[src/rtl/pic_prio_ctrl.sv]
// pic_prio_ctrl: priority resolution and two-pulse INTA acknowledge core
// for a programmable interrupt controller with NIRQ request lines.
// Handshake: there is no valid/ready pair here. The CPU strobe inta is
// active-low. Each high-to-low transition seen on consecutive clocks is one
// acknowledge pulse, and holding it low never repeats a pulse. vec_valid is
// a single-cycle strobe that qualifies vector.
// The request line to the CPU is named int_o because "int" is a reserved word.
module pic_prio_ctrl #(
  parameter int NIRQ  = 8,
  parameter int VBITS = 8,
  localparam int IDW  = $clog2(NIRQ)
) (
  input  logic             clk,
  input  logic             rstn,
  input  logic [NIRQ-1:0]  irq,
  input  logic             cfg_we,
  input  logic [NIRQ-1:0]  imr_in,
  input  logic [VBITS-1:0] base_in,
  input  logic             ltim,
  input  logic             rot,
  input  logic             aeoi,
  input  logic             eoi,
  input  logic             eoi_sl,
  input  logic [IDW-1:0]   eoi_lvl,
  input  logic             inta,
  output logic             int_o,
  output logic [VBITS-1:0] vector,
  output logic             vec_valid,
  output logic [NIRQ-1:0]  isr_o,
  output logic [NIRQ-1:0]  irr_o,
  output logic [1:0]       dbg_state_o,
  output logic [IDW-1:0]   dbg_lp_o
);

  typedef enum logic [1:0] {
    ST_IDLE      = 2'd0,
    ST_ACK1_WAIT = 2'd1,  // ACK1 taken, waiting for inta to return high
    ST_ACK2_WAIT = 2'd2   // waiting for the second falling edge
  } state_e;

  // The low IDW bits of the vector carry the line id, not the base.
  localparam logic [VBITS-1:0] ID_MASK = VBITS'(NIRQ - 1);

  state_e           state_q, state_d;
  logic [NIRQ-1:0]  irq_q, irq_d;
  logic             inta_q, inta_d;
  logic [NIRQ-1:0]  irr_q, irr_d;
  logic [NIRQ-1:0]  isr_q, isr_d;
  logic [NIRQ-1:0]  imr_q, imr_d;
  logic [VBITS-1:0] base_q, base_d;
  logic [IDW-1:0]   lp_q, lp_d;
  logic [IDW-1:0]   id_q, id_d;
  logic             spur_q, spur_d;
  logic             ltim_q, ltim_d;
  logic             rot_q, rot_d;
  logic             aeoi_q, aeoi_d;
  logic             int_q, int_d;
  logic [VBITS-1:0] vector_q, vector_d;
  logic             vec_valid_q, vec_valid_d;

  logic [NIRQ-1:0]  req_v;
  logic [IDW-1:0]   scan_idx;
  logic             win_vld, top_vld;
  logic [IDW-1:0]   win_id, win_rank, top_id, top_rank;
  logic [NIRQ-1:0]  rise;
  logic             ack_edge;
  logic             eoi_hit;
  logic [IDW-1:0]   eoi_id;
  logic [NIRQ-1:0]  irr_clr;
  logic [NIRQ-1:0]  irr_base;

  // Lowest-rank pending unmasked request and lowest-rank in-service level.
  // The scan runs from the worst rank to the best, so the last hit wins.
  always_comb begin
    req_v    = irr_q & ~imr_q;
    scan_idx = '0;
    win_vld  = 1'b0;
    win_id   = '0;
    win_rank = '0;
    top_vld  = 1'b0;
    top_id   = '0;
    top_rank = '0;
    for (int r = NIRQ - 1; r >= 0; r--) begin
      scan_idx = lp_q + IDW'(1) + IDW'(r);
      if (req_v[scan_idx]) begin
        win_vld  = 1'b1;
        win_id   = scan_idx;
        win_rank = IDW'(r);
      end
      if (isr_q[scan_idx]) begin
        top_vld  = 1'b1;
        top_id   = scan_idx;
        top_rank = IDW'(r);
      end
    end
  end

  // Next-state logic: configuration, EOI, the acknowledge FSM and request capture.
  always_comb begin
    state_d     = state_q;
    irq_d       = irq;
    inta_d      = inta;
    isr_d       = isr_q;
    imr_d       = imr_q;
    base_d      = base_q;
    lp_d        = lp_q;
    id_d        = id_q;
    spur_d      = spur_q;
    ltim_d      = ltim_q;
    rot_d       = rot_q;
    aeoi_d      = aeoi_q;
    vector_d    = vector_q;
    vec_valid_d = 1'b0;
    irr_clr     = '0;
    eoi_hit     = 1'b0;
    eoi_id      = '0;

    rise     = irq & ~irq_q;
    ack_edge = inta_q & ~inta;

    if (cfg_we) begin
      imr_d  = imr_in;
      base_d = base_in;
      ltim_d = ltim;
      rot_d  = rot;
      aeoi_d = aeoi;
    end

    // EOI works on the isr as it stood before any ACK1 set this cycle.
    if (eoi) begin
      if (eoi_sl) begin
        eoi_hit = 1'b1;
        eoi_id  = eoi_lvl;
      end else if (top_vld) begin
        eoi_hit = 1'b1;
        eoi_id  = top_id;
      end
    end
    if (eoi_hit) begin
      isr_d[eoi_id] = 1'b0;
      if (rot_q) lp_d = eoi_id;
    end

    case (state_q)
      ST_IDLE: begin
        if (ack_edge) begin
          state_d = ST_ACK1_WAIT;
          if (win_vld) begin
            id_d            = win_id;
            isr_d[win_id]   = 1'b1;
            irr_clr[win_id] = 1'b1;
            spur_d          = 1'b0;
          end else begin
            id_d   = IDW'(NIRQ - 1);
            spur_d = 1'b1;
          end
        end
      end
      ST_ACK1_WAIT: begin
        if (inta) state_d = ST_ACK2_WAIT;
      end
      ST_ACK2_WAIT: begin
        if (ack_edge) begin
          state_d     = ST_IDLE;
          vector_d    = (base_q & ~ID_MASK) | VBITS'(id_q);
          vec_valid_d = 1'b1;
          if (aeoi_q && !spur_q) begin
            isr_d[id_q] = 1'b0;
            if (rot_q) lp_d = id_q;
          end
        end
      end
      default: state_d = ST_IDLE;
    endcase

    // A fresh edge beats the acknowledge clear of the same line.
    irr_base = ltim_q ? irq : irr_q;
    irr_d    = (irr_base & ~irr_clr) | rise;

    int_d = (state_q == ST_IDLE) && win_vld && (!top_vld || (win_rank < top_rank));
  end

  // State registers with asynchronous active-low reset.
  always_ff @(posedge clk or negedge rstn) begin
    if (!rstn) begin
      state_q     <= ST_IDLE;
      irq_q       <= '0;
      inta_q      <= 1'b1;
      irr_q       <= '0;
      isr_q       <= '0;
      imr_q       <= '0;
      base_q      <= '0;
      lp_q        <= IDW'(NIRQ - 1);
      id_q        <= '0;
      spur_q      <= 1'b0;
      ltim_q      <= 1'b0;
      rot_q       <= 1'b0;
      aeoi_q      <= 1'b0;
      int_q       <= 1'b0;
      vector_q    <= '0;
      vec_valid_q <= 1'b0;
    end else begin
      state_q     <= state_d;
      irq_q       <= irq_d;
      inta_q      <= inta_d;
      irr_q       <= irr_d;
      isr_q       <= isr_d;
      imr_q       <= imr_d;
      base_q      <= base_d;
      lp_q        <= lp_d;
      id_q        <= id_d;
      spur_q      <= spur_d;
      ltim_q      <= ltim_d;
      rot_q       <= rot_d;
      aeoi_q      <= aeoi_d;
      int_q       <= int_d;
      vector_q    <= vector_d;
      vec_valid_q <= vec_valid_d;
    end
  end

  assign int_o       = int_q;
  assign vector      = vector_q;
  assign vec_valid   = vec_valid_q;
  assign isr_o       = isr_q;
  assign irr_o       = irr_q;
  assign dbg_state_o = state_q;
  assign dbg_lp_o    = lp_q;

endmodule

[config.mk]
export PLATFORM = sky130hd
export DESIGN_NAME = pic_prio_ctrl
export DESIGN_NICKNAME = d
export VERILOG_FILES = /design/src/rtl/pic_prio_ctrl.sv
export SDC_FILE = /design/constraint.sdc
export NUM_CORES = 1
export LEC_CHECK = 0
export ABC_AREA = 1
export CAP_MARGIN = 20
export CORE_AREA = 5 5 137 139
export CTS_CLUSTER_SIZE = 12
export DETAILED_ROUTE_END_ITERATION = 6
export DIE_AREA = 0 0 142 144
export GPL_TIMING_DRIVEN = 0
export SYNTH_ARGS = -nofsm -noshare
export SYNTH_HDL_FRONTEND = slang
export SYNTH_SLANG_ARGS = --single-unit
[constraint.sdc]
create_clock -name clk -period 2.7 [get_ports clk]
set_input_delay 0.54 -clock clk [delete_from_list [all_inputs] [get_ports clk]]
set_output_delay 0.54 -clock clk [all_outputs]
set_load 0.05 [all_outputs]
==> results.md, run 1 <==
- Detailed-routing iteration count for the pre-antenna-repair pass: 4
- Worst slew pin tran: 0.5672 ns
- Reg2reg path depth: 21
- Vias/cell: 4.530
- Register clock-pin slew on the reported worst setup and hold paths: 0.05 ns
- Clock latency reported for the late side of the worst-skew pair: 0.33 ns
- Failing checks: negative setup slack
- Layout Skew: 0.005384 ns
- Most frequent cells in the layout: 182 x sky130_fd_sc_hd__nand2_1, 61 x sky130_fd_sc_hd__inv_1, 61 x sky130_fd_sc_hd__clkdlybuf4s50_1
- Total standard cell area after synthesis: 0.004248 sq mm
- Final Setup Violations: 22
- Routed wirelength normalized by instance count: 13.99 um
- Fraction of layout instances using a drive strength above 1: 30.73%
- Leading cell type in the layout, fill and taps excluded: sky130_fd_sc_hd__nand2_1
- Number of inserted diodes: 0
- Horizontal die dimension: 142 um
- Number of distinct library cells after synthesis: 33
- Count of placed standard cells including taps: 906
- Largest cells by area after synthesis: sky130_fd_sc_hd__dfrtp_1 33%, sky130_fd_sc_hd__nand2_1 20%, sky130_fd_sc_hd__inv_1 5.7%
- Largest net degree at the start of global routing: 40
- Core region area: 0.01753 sq mm
- Nets@finish: 751
- GRT Util Overall: 13.12%
- Total gr overflow: 0
- Wire length on met1: 6.205 mm
- DIE HEIGHT: 144 um
- Non-filler cells in the finished layout: 945
- Seq/Total Area, Yosys: 35.46%
- Largest family of logic cells by synthesized area: simple AND/OR/NAND/NOR gates
- RSZ-0062 raised after global routing: true
- Setup tns final: -4.308 ns
- Post-synthesis net count: 654
- Share of Yosys cell area claimed by the top area cell type: 32.99%
- Area share of fa/ha/maj cells after synthesis: 1.178%
- Compound-gate portion of the synthesized area: 14.32%
- Flop-to-flop setup slack: -0.26 ns
- Crit path time final: 2.958 ns
- Ports placed on the boundary: 67
- Area growth syn-to-layout: 46.51%
- Sum of met3 wire segment lengths after detailed routing: 527 um
- Effective utilization at floorplan: 24.23%
- Worst path required time: 2.94 ns
- Final slew viol count: 0
- Cts hold-fix bufs: 0
- Residual DRC count: 0
- Area taken by flip-flops and latches: 0.001510 sq mm
- Critical path endpoint category: flop
- FF-to-FF End: dbg_lp_o[0]
- Total of fill cells in the finished design: 1847
- Antenna violations before repair: 0
- Outcome: complete, but fails checks
- Fin. Hold Viols: 0
- Post-route cell area: 0.006223 sq mm
- Share of synthesized area spent on multiplexers: 0%
- Syn. warnings: 0
- Total wire length after detailed routing: 13.22 mm
- HPWL Detailed: 9.825 mm
- Area of combinational cells with multiple inputs: 0.002824 sq mm
- Crit Reg-Reg Startpoint: dbg_lp_o[0]
- Post-synthesis simple-gate area fraction: 38.97%
- Global-route wire length before repair: 21.49 mm
- DRT iter0 DRCs: 280
- Kind of launch point of the worst setup path: flop
- Synthesized netlist cell count: 614
- FMAX: 338.1 MHz
- Type of the worst setup path: reg -> reg
- Count of input and output buffers: 62
- Top flip-flop cell by instance count after synthesis: sky130_fd_sc_hd__dfrtp_1
- Number of synthesized flops with an enable pin: 0
- Classification of the worst-slack hold path: in -> async
- Max clock buf depth: 2
- Critical-path maximum fanout: 8
- Fraction of synthesis flops using an asynchronous set or reset pin: 100.0%
- Die footprint: 0.02045 sq mm
- Max cap viols: 0
- Final worst hold slack: 0.1972 ns
- Clk Tree Root Cell: sky130_fd_sc_hd__clkbuf_16
- Cell taking the most area after synthesis: sky130_fd_sc_hd__dfrtp_1
- Met2 wire len: 6.275 mm
- Final ANT Viol Nets: 0
- Number of buffers created by CTS: 9
- Max-Slew Margin vs Limit: 62.18%
- H-tree levels: 3
- Cell area after placement: 0.005253 sq mm
- DR vias: 4281
- CTS sink cnt: 60
- Worst endpoint data arrival time: 3.20 ns
- Synthesized area divided by synthesized cell count: 6.918 sq um
- Vias in the first global route: 4245
- Highest routed layer: met4
- Xor and xnor area share after synthesis: 0%
- Setup slack of the critical path after layout: -0.2576 ns
- Final RePlAce weighted congestion: 0.8604
- Number of core rows: 49
- Clock tree from TritonCTS: yes
- Post-synthesis sequential element count: 60
- Fin crit share: 109.5%
-- layout make-up --
type	count	share of cell area, %
tap	229	4.604
buffer	15	2.413
sequential	60	24.27
timing repair buffer	87	13.23
clock inverter	4	1.166
multi-input combinational	462	45.38
inverter	76	4.986
clock buffer	12	3.961
-- synth_stat cells (5+ instances only) --
cell / n
sky130_fd_sc_hd__o22ai_1: 5
sky130_fd_sc_hd__inv_2: 7
sky130_fd_sc_hd__clkbuf_1: 5
sky130_fd_sc_hd__nand3_1: 36
sky130_fd_sc_hd__nand2_2: 33
sky130_fd_sc_hd__o21ai_0: 33
sky130_fd_sc_hd__dfrtp_1: 56
sky130_fd_sc_hd__nand3_2: 11
sky130_fd_sc_hd__a21oi_1: 25
sky130_fd_sc_hd__nor2_1: 29
sky130_fd_sc_hd__buf_6: 7
sky130_fd_sc_hd__nand2_4: 9
sky130_fd_sc_hd__o21ai_1: 12
sky130_fd_sc_hd__inv_1: 64
sky130_fd_sc_hd__a21oi_2: 10
sky130_fd_sc_hd__nand2_1: 224
sky130_fd_sc_hd__o21ai_2: 11
-- worst max-delay path by stage --
stage	endpoint	slack, ns	startpoint	cells past startpoint
2_1_floorplan	int_o	-0.21	dbg_lp_o[0]	19
3_3_place_gp	imr_q[1]	-0.88	rstn	1
3_5_place_dp	int_o	-0.59	dbg_lp_o[0]	17
4_1_cts	int_o	-0.23	dbg_lp_o[0]	18
5_1_grt	int_o	-0.41	dbg_lp_o[0]	17
6_report	dbg_lp_o[0]	-0.26	dbg_lp_o[0]	21
-- worst max-delay path, cell delays in order, from the launching register on --
cell	delay, ns
sky130_fd_sc_hd__dfstp_4	0.66
sky130_fd_sc_hd__inv_8	0.04
sky130_fd_sc_hd__buf_8	0.11
sky130_fd_sc_hd__ha_4	0.35
sky130_fd_sc_hd__inv_8	0.06
sky130_fd_sc_hd__nand2_2	0.06
sky130_fd_sc_hd__nand2_2	0.06
sky130_fd_sc_hd__buf_12	0.15
sky130_fd_sc_hd__nand2_4	0.08
sky130_fd_sc_hd__nand2_4	0.06
sky130_fd_sc_hd__nand2_4	0.07
sky130_fd_sc_hd__nand2_4	0.08
sky130_fd_sc_hd__o21ai_1	0.13
sky130_fd_sc_hd__nand2_1	0.06
sky130_fd_sc_hd__nand2_1	0.05
sky130_fd_sc_hd__nand2_1	0.06
sky130_fd_sc_hd__a21oi_2	0.22
sky130_fd_sc_hd__nand2_4	0.10
sky130_fd_sc_hd__a21oi_4	0.15
sky130_fd_sc_hd__buf_4	0.13
sky130_fd_sc_hd__nand2_1	0.04
sky130_fd_sc_hd__a22oi_1	0.15
-- per-stage QoR --
stage / utilization, % / setup slack, ns
2_1_floorplan: - / -0.2075
3_3_place_gp: 29.87 / -0.8835
3_5_place_dp: 29.96 / -0.5852
4_1_cts: 34.12 / -0.2260
5_1_grt: 35.49 / -0.4080
6_report: 35.49 / -0.2576
-- cell families (layout without fill, tap and decap cells) --
family,count (synthesis),after routing
AO/OA/AOI/OAI,102,102
adder cells (fa/ha/maj),4,4
buffers and inverters,92,194
flip-flops,60,60
AND/OR/NAND/NOR,356,356
-- flip-flops by register name, indices dropped and copies added (netlist names) --
name,cells
inta_q,1
spur_q,1
imr_q,8
vector,8
base_q,5
aeoi_q,1
rot_q,1
id_q,3
isr_o,8
irq_q,8
dbg_state_o,2
int_o,1
ltim_q,1
vec_valid,1
irr_o,8
dbg_lp_o,3
-- repair_timing --
action	in CTS	in global routing
gates resized for setup	72	46
buffers inserted	19	5
pin swaps	31	13
setup endpoints to repair	24	24
gates cloned	0	0
-- routing by layer --
layer	vias up	track usage, %
met1	2023	17.49
met3	15	2.216
met2	97	21.89
met4	0	3.889
met5	-	0
li1	2146	-
Power of run 1 is left out: the tool's default activity adds up to more than one toggle a clock period on the data nets, which glitch-free logic cannot reach.
==> run 2: changes to the inputs <==
Clock period 2.7 ns to 3.2 ns, I/O delays scaled along.
==> results.md, run 2 (same netlist as run 1, synthesis figures left out) <==
- Outcome: complete, no violations
- Critical path endpoint category: flop
- Routed wirelength normalized by instance count: 13.78 um (-1.5%)
- Residual DRC count: 0 (unchanged)
- DR vias: 4201 (-1.9%)
- HPWL Detailed: 9.908 mm (+0.85%)
- Setup slack of the critical path after layout: 0.08936 ns (+0.3470 ns)
- Worst endpoint data arrival time: 3.35 ns (+0.15 ns)
- Classification of the worst-slack hold path: in -> async
- RSZ-0062 raised after global routing: true
- Die footprint: 0.02045 sq mm (unchanged)
- Horizontal die dimension: 142 um (unchanged)
- Final Setup Violations: 0 (-100%)
- Clock tree from TritonCTS: yes
- Final Util: 33.60% (-1.9 points)
- Worst path required time: 3.43 ns (+0.49 ns)
- Crit path time final: 3.111 ns (+0.1530 ns)
- Nets@finish: 749 (-0.27%)
- Vias in the first global route: 3982 (-6.2%)
- H-tree levels: 3 (unchanged)
- Ports placed on the boundary: 67 (unchanged)
- Antenna violations before repair: 0 (unchanged)
- Worst slew pin tran: 0.7476 ns (+0.1804 ns)
- Clk Tree Root Cell: sky130_fd_sc_hd__clkbuf_16
- Slowest stage cell, crit path: sky130_fd_sc_hd__dfstp_2
- Final slew viol count: 0 (unchanged)
- Final ANT Viol Nets: 0 (unchanged)
- Clock latency reported for the late side of the worst-skew pair: 0.33 ns (about the same)
- Final RePlAce weighted congestion: 0.8822 (+2.5%)
- CTS sink cnt: 60 (unchanged)
- Sum of buffers and inverters on the critical path: 7 (+2)
- Count of input and output buffers: 62 (unchanged)
- Worst path max stage delay: 0.59 ns (-0.07 ns)
- Total gr overflow: 0 (unchanged)
- Most frequent cells in the layout: 204 x sky130_fd_sc_hd__nand2_1, 62 x sky130_fd_sc_hd__inv_1, 61 x sky130_fd_sc_hd__clkdlybuf4s50_1
- Vias/cell: 4.455 (-1.7%)
- Final worst hold slack: 0.3763 ns (+0.1791 ns)
- Number of inserted diodes: 0 (unchanged)
- Library cell appearing most often on the critical path: sky130_fd_sc_hd__nand2_1
- Type of the worst setup path: reg -> reg
- Number of buffers created by CTS: 9 (unchanged)
- Critical-path maximum fanout: 8 (unchanged)
- Fin. Hold Viols: 0 (unchanged)
- DRT iter0 DRCs: 429 (+53%)
- Layout Skew: 0.006551 ns (+0.001168 ns)
- Fraction of layout instances using a drive strength above 1: 26.05% (-4.7 points)
- Cell family with most CP delay: buffers and inverters
- Number of core rows: 49 (unchanged)
- Max cap viols: 0 (unchanged)
- Area growth syn-to-layout: 38.67%
- Largest net degree at the start of global routing: 33 (-18%)
- Fin crit share: 97.21% (-12 points)
- GRT Util Overall: 12.69% (-0.43 points)
- Detailed-routing iteration count for the pre-antenna-repair pass: 4 (unchanged)
- Effective utilization at floorplan: 24.23% (unchanged)
- Max-Slew Margin vs Limit: 50.16% (-12 points)
- FMAX: 321.5 MHz (-4.9%)
- Leading cell type in the layout, fill and taps excluded: sky130_fd_sc_hd__nand2_1
- Pre-CTS setup slack: -0.1172 ns (+0.4680 ns)
- Core region area: 0.01753 sq mm (unchanged)
- DIE HEIGHT: 144 um (unchanged)
- Global-route wire length before repair: 20.48 mm (-4.7%)
- Max clock buf depth: 2 (unchanged)
- Series of cell instances along the critical path: clkinv_4 > buf_12 > ha_4 > buf_8 > nand2_1 > nand2_4 > buf_8 > buf_6 > nand2_4 > nand3_2 > nand2_2 > inv_2 > buf_4 > nand2_1 > nand2_1 > nand2_1 > a21oi_2 > nand2_2 > a21oi_4 > nand2_1 > a22oi_1
- Total wire length after detailed routing: 12.99 mm (-1.7%)
- Register clock-pin slew on the reported worst setup and hold paths: 0.05 ns (about the same)
- Kind of launch point of the worst setup path: flop
[run 2: changes by cell type in the layout (fill, tap and decap cells not counted), sizes merged]
| cell | delta |
|---|---|
| buf | -2 |
| clkbuf | +1 |
| bufinv | -2 |
| clkinvlp | -1 |
| inv | -3 |
| clkinv | +5 |
[run 2: path summary, 6_finish.rpt]
kind	start	to	slack, ns	cells past startpoint
setup / recovery	dbg_lp_o[0]	dbg_lp_o[0]	0.09	21
hold / removal	rstn	imr_q[4]	0.38	1
setup reg to reg	dbg_lp_o[0]	dbg_lp_o[0]	0.09	21
hold reg to reg	irq_q[4]	irr_o[4]	0.40	1
max in group asynchronous	rstn	dbg_lp_o[1]	2.13	2
min in group clk	irq_q[4]	irr_o[4]	0.40	1
[run 2: layout make-up]
class                   instances  area, sq um
plain buffers                  16        161.4
fillers                      1924        11640
well taps                     229        286.5
flip-flops and latches         60         1506
multi-input cells             462         2560
clock inverters                 3        15.01
repair buffers                 84        800.8
inverters                      76        310.3
clock buffers                  13        250.2
[run 2: timing repair]
| item | CTS | global route |
|---|---|---|
| setup buffers | 1 | 20 |
| setup endpoints to repair | 10 | 21 |
| pin swaps | 0 | 27 |
| endpoints found under the hold margin | 0 | 0 |
| hold buffers | 0 | 0 |
| gates resized for setup | 2 | 77 |
[run 2: per-stage QoR]
step | std cells | TNS (ns) | instance area [sq um]
after CTS | 923 | 0 | 5454
after floorplan | 614 | 0 | 4248
after global placement | 905 | -28.94 | 5155
final | 943 | 0 | 5891
after detailed placement | 906 | -0.3175 | 5170
after global routing | 943 | -0.4745 | 5891
[run 2: metal layers]
| layer | share of wire [%] | GRT usage [%] | vias up |
|---|---|---|---|
| li1 | - | - | 2137 |
| met1 | 45 | 17.30 | 1955 |
| met2 | 47 | 20.72 | 91 |
| met3 | 5.7 | 2.282 | 18 |
| met4 | 1.7 | 3.535 | 0 |
| met5 | 0 | 0 | - |
Power of run 2 is left out for the same reason.
==> RTL change (settings of run 2) <==
Change the parameter `VBITS` from 8 to 7.
--- a/src/rtl/pic_prio_ctrl.sv
+++ b/src/rtl/pic_prio_ctrl.sv
@@ -7,7 +7,7 @@
 // The request line to the CPU is named int_o because "int" is a reserved word.
 module pic_prio_ctrl #(
   parameter int NIRQ  = 8,
-  parameter int VBITS = 8,
+  parameter int VBITS = 7,
   localparam int IDW  = $clog2(NIRQ)
 ) (
   input  logic             clk,
Interface: changed (resized base_in and vector); port bits go from 67 to 65. The function was not compared with the original's and may differ.
==> RTL change against run 2 <==
Setup slack better by 0.055 ns. Routed wire length is 4.9% lower. Sequential cell count down 2. Design area shrank 2.2%. Die area is the same. Synthesized cell count decreased by 1.5%. Area after synthesis fell by 5.3%. Clock skew up 0.00071 ns. Largest cell class unchanged.
Power is not shown: default switching activity piles up to over one toggle a cycle in this logic, so the estimate is an artifact.
==> RTL change: results (changes against run 2) <==
layout.cells.non_filler: 934  # was 943
grt_pass1_vias: 3965  # was 3982
relSlewSlack: 0.644  # was 0.502
hpwlAfterDp_um: 9560  # was 9910 um
synth_common_cells: "nand2_1, inv_1, dfrtp_1"  # unchanged
nets: 739  # was 749
insertion_delay_ns: 0.33  # about the same
yosys_warnings: 0  # unchanged
antenna_found_initial: 1  # was 0
placed_area_um2: 4910  # was 5170 um2
synth.area.top_cells: "dfrtp_1, nand2_1, inv_1, nand3_1, o21ai_0"  # was dfrtp_1, nand2_1, inv_1, nand2_2, nand3_1
slowest_delay_ns: 0.58
cp_max_fo: 10  # was 8
grt_pass1_wl_um: 20000  # was 20500 um
outcome: "finished clean"  # unchanged
via_per_inst: 4.41  # was 4.45
place_ws_ns: -0.190  # was -0.117 ns
clk_root_buffer_cell: "clkbuf_16"  # unchanged
drive_gt1_frac: 0.265  # was 0.261
cp.arrival_ns: 3.31  # was 3.35 ns
synth_cells: 605  # was 614
io_buffers: 59  # was 62
dp_cells: 894  # was 906
fin_skew_ns: 0.00726  # was 0.00655 ns
drt_iter0_markers: 225  # was 429
first_pass_iters: 5  # was 4
ys_seq_area_frac: 0.362  # was 0.355
syn_nets: 644  # was 654
wl_per_cell_um: 13.2  # was 13.8 um
grt_use_total: 0.123  # was 0.127
cts_made_buffers: 9  # unchanged
grt_max_degree: 38  # was 33
place_congestion: 0.917  # was 0.882
-- RTL change: worst paths after layout --
kind                        startpoint           to  slack [ns]  cells past startpoint
max                        dbg_lp_o[0]  dbg_lp_o[1]        0.14                     25
min                               rstn       spur_q        0.28                      1
max reg2reg                dbg_lp_o[0]  dbg_lp_o[1]        0.14                     25
min reg2reg                   irq_q[1]     irr_o[1]        0.41                      1
max in group asynchronous         rstn     imr_q[2]        2.33                      2
min in group clk              irq_q[1]     irr_o[1]        0.41                      1
-- RTL change: timing repair --
item / in CTS / in global routing
buffers inserted: 8 / 17
gates resized for setup: 18 / 88
endpoints found under the setup margin: 20 / 21
pin swaps: 9 / 38
-- RTL change: cell families (layout without fill, tap and decap cells) --
kind of cell | count (synthesis) | count (layout) | share of synthesized area
adders and majority gates | 4 | 4 | 0.0124
and+or+nand+nor | 348 | 348 | 0.376
DFF | 58 | 58 | 0.362
buffers and inverters | 93 | 193 | 0.108
AOI/OAI and AO/OA | 102 | 102 | 0.142
-- RTL change: per-layer routing --
layer  global-route usage  share of wire  vias to the layer above
met2                0.201           0.48                       86
met4               0.0439          0.015                        2
met5                    0         0.0015                        -
met1                0.163           0.46                     1890
li1                     -              -                     2124
met3               0.0235          0.046                       18
-- RTL change: cell type report --
| class | instances | area (um2) |
|---|---|---|
| buffer | 16 | 145 |
| clock buffer | 11 | 253 |
| fill | 1897 | 11800 |
| timing repair buffer | 85 | 793 |
| clock inverter | 5 | 52.6 |
| tap | 229 | 287 |
| multi-input combinational | 454 | 2480 |
| sequential | 58 | 1460 |
| inverter | 76 | 300 |
-- RTL change: critical path, delay by kind of cell, from the launching register on --
family	cells	cell delay, ns
DFF	1	0.58
AOI/OAI and AO/OA	2	0.27
adders and majority gates	1	0.34
buffers and inverters	7	0.77
and+or+nand+nor	15	1.00
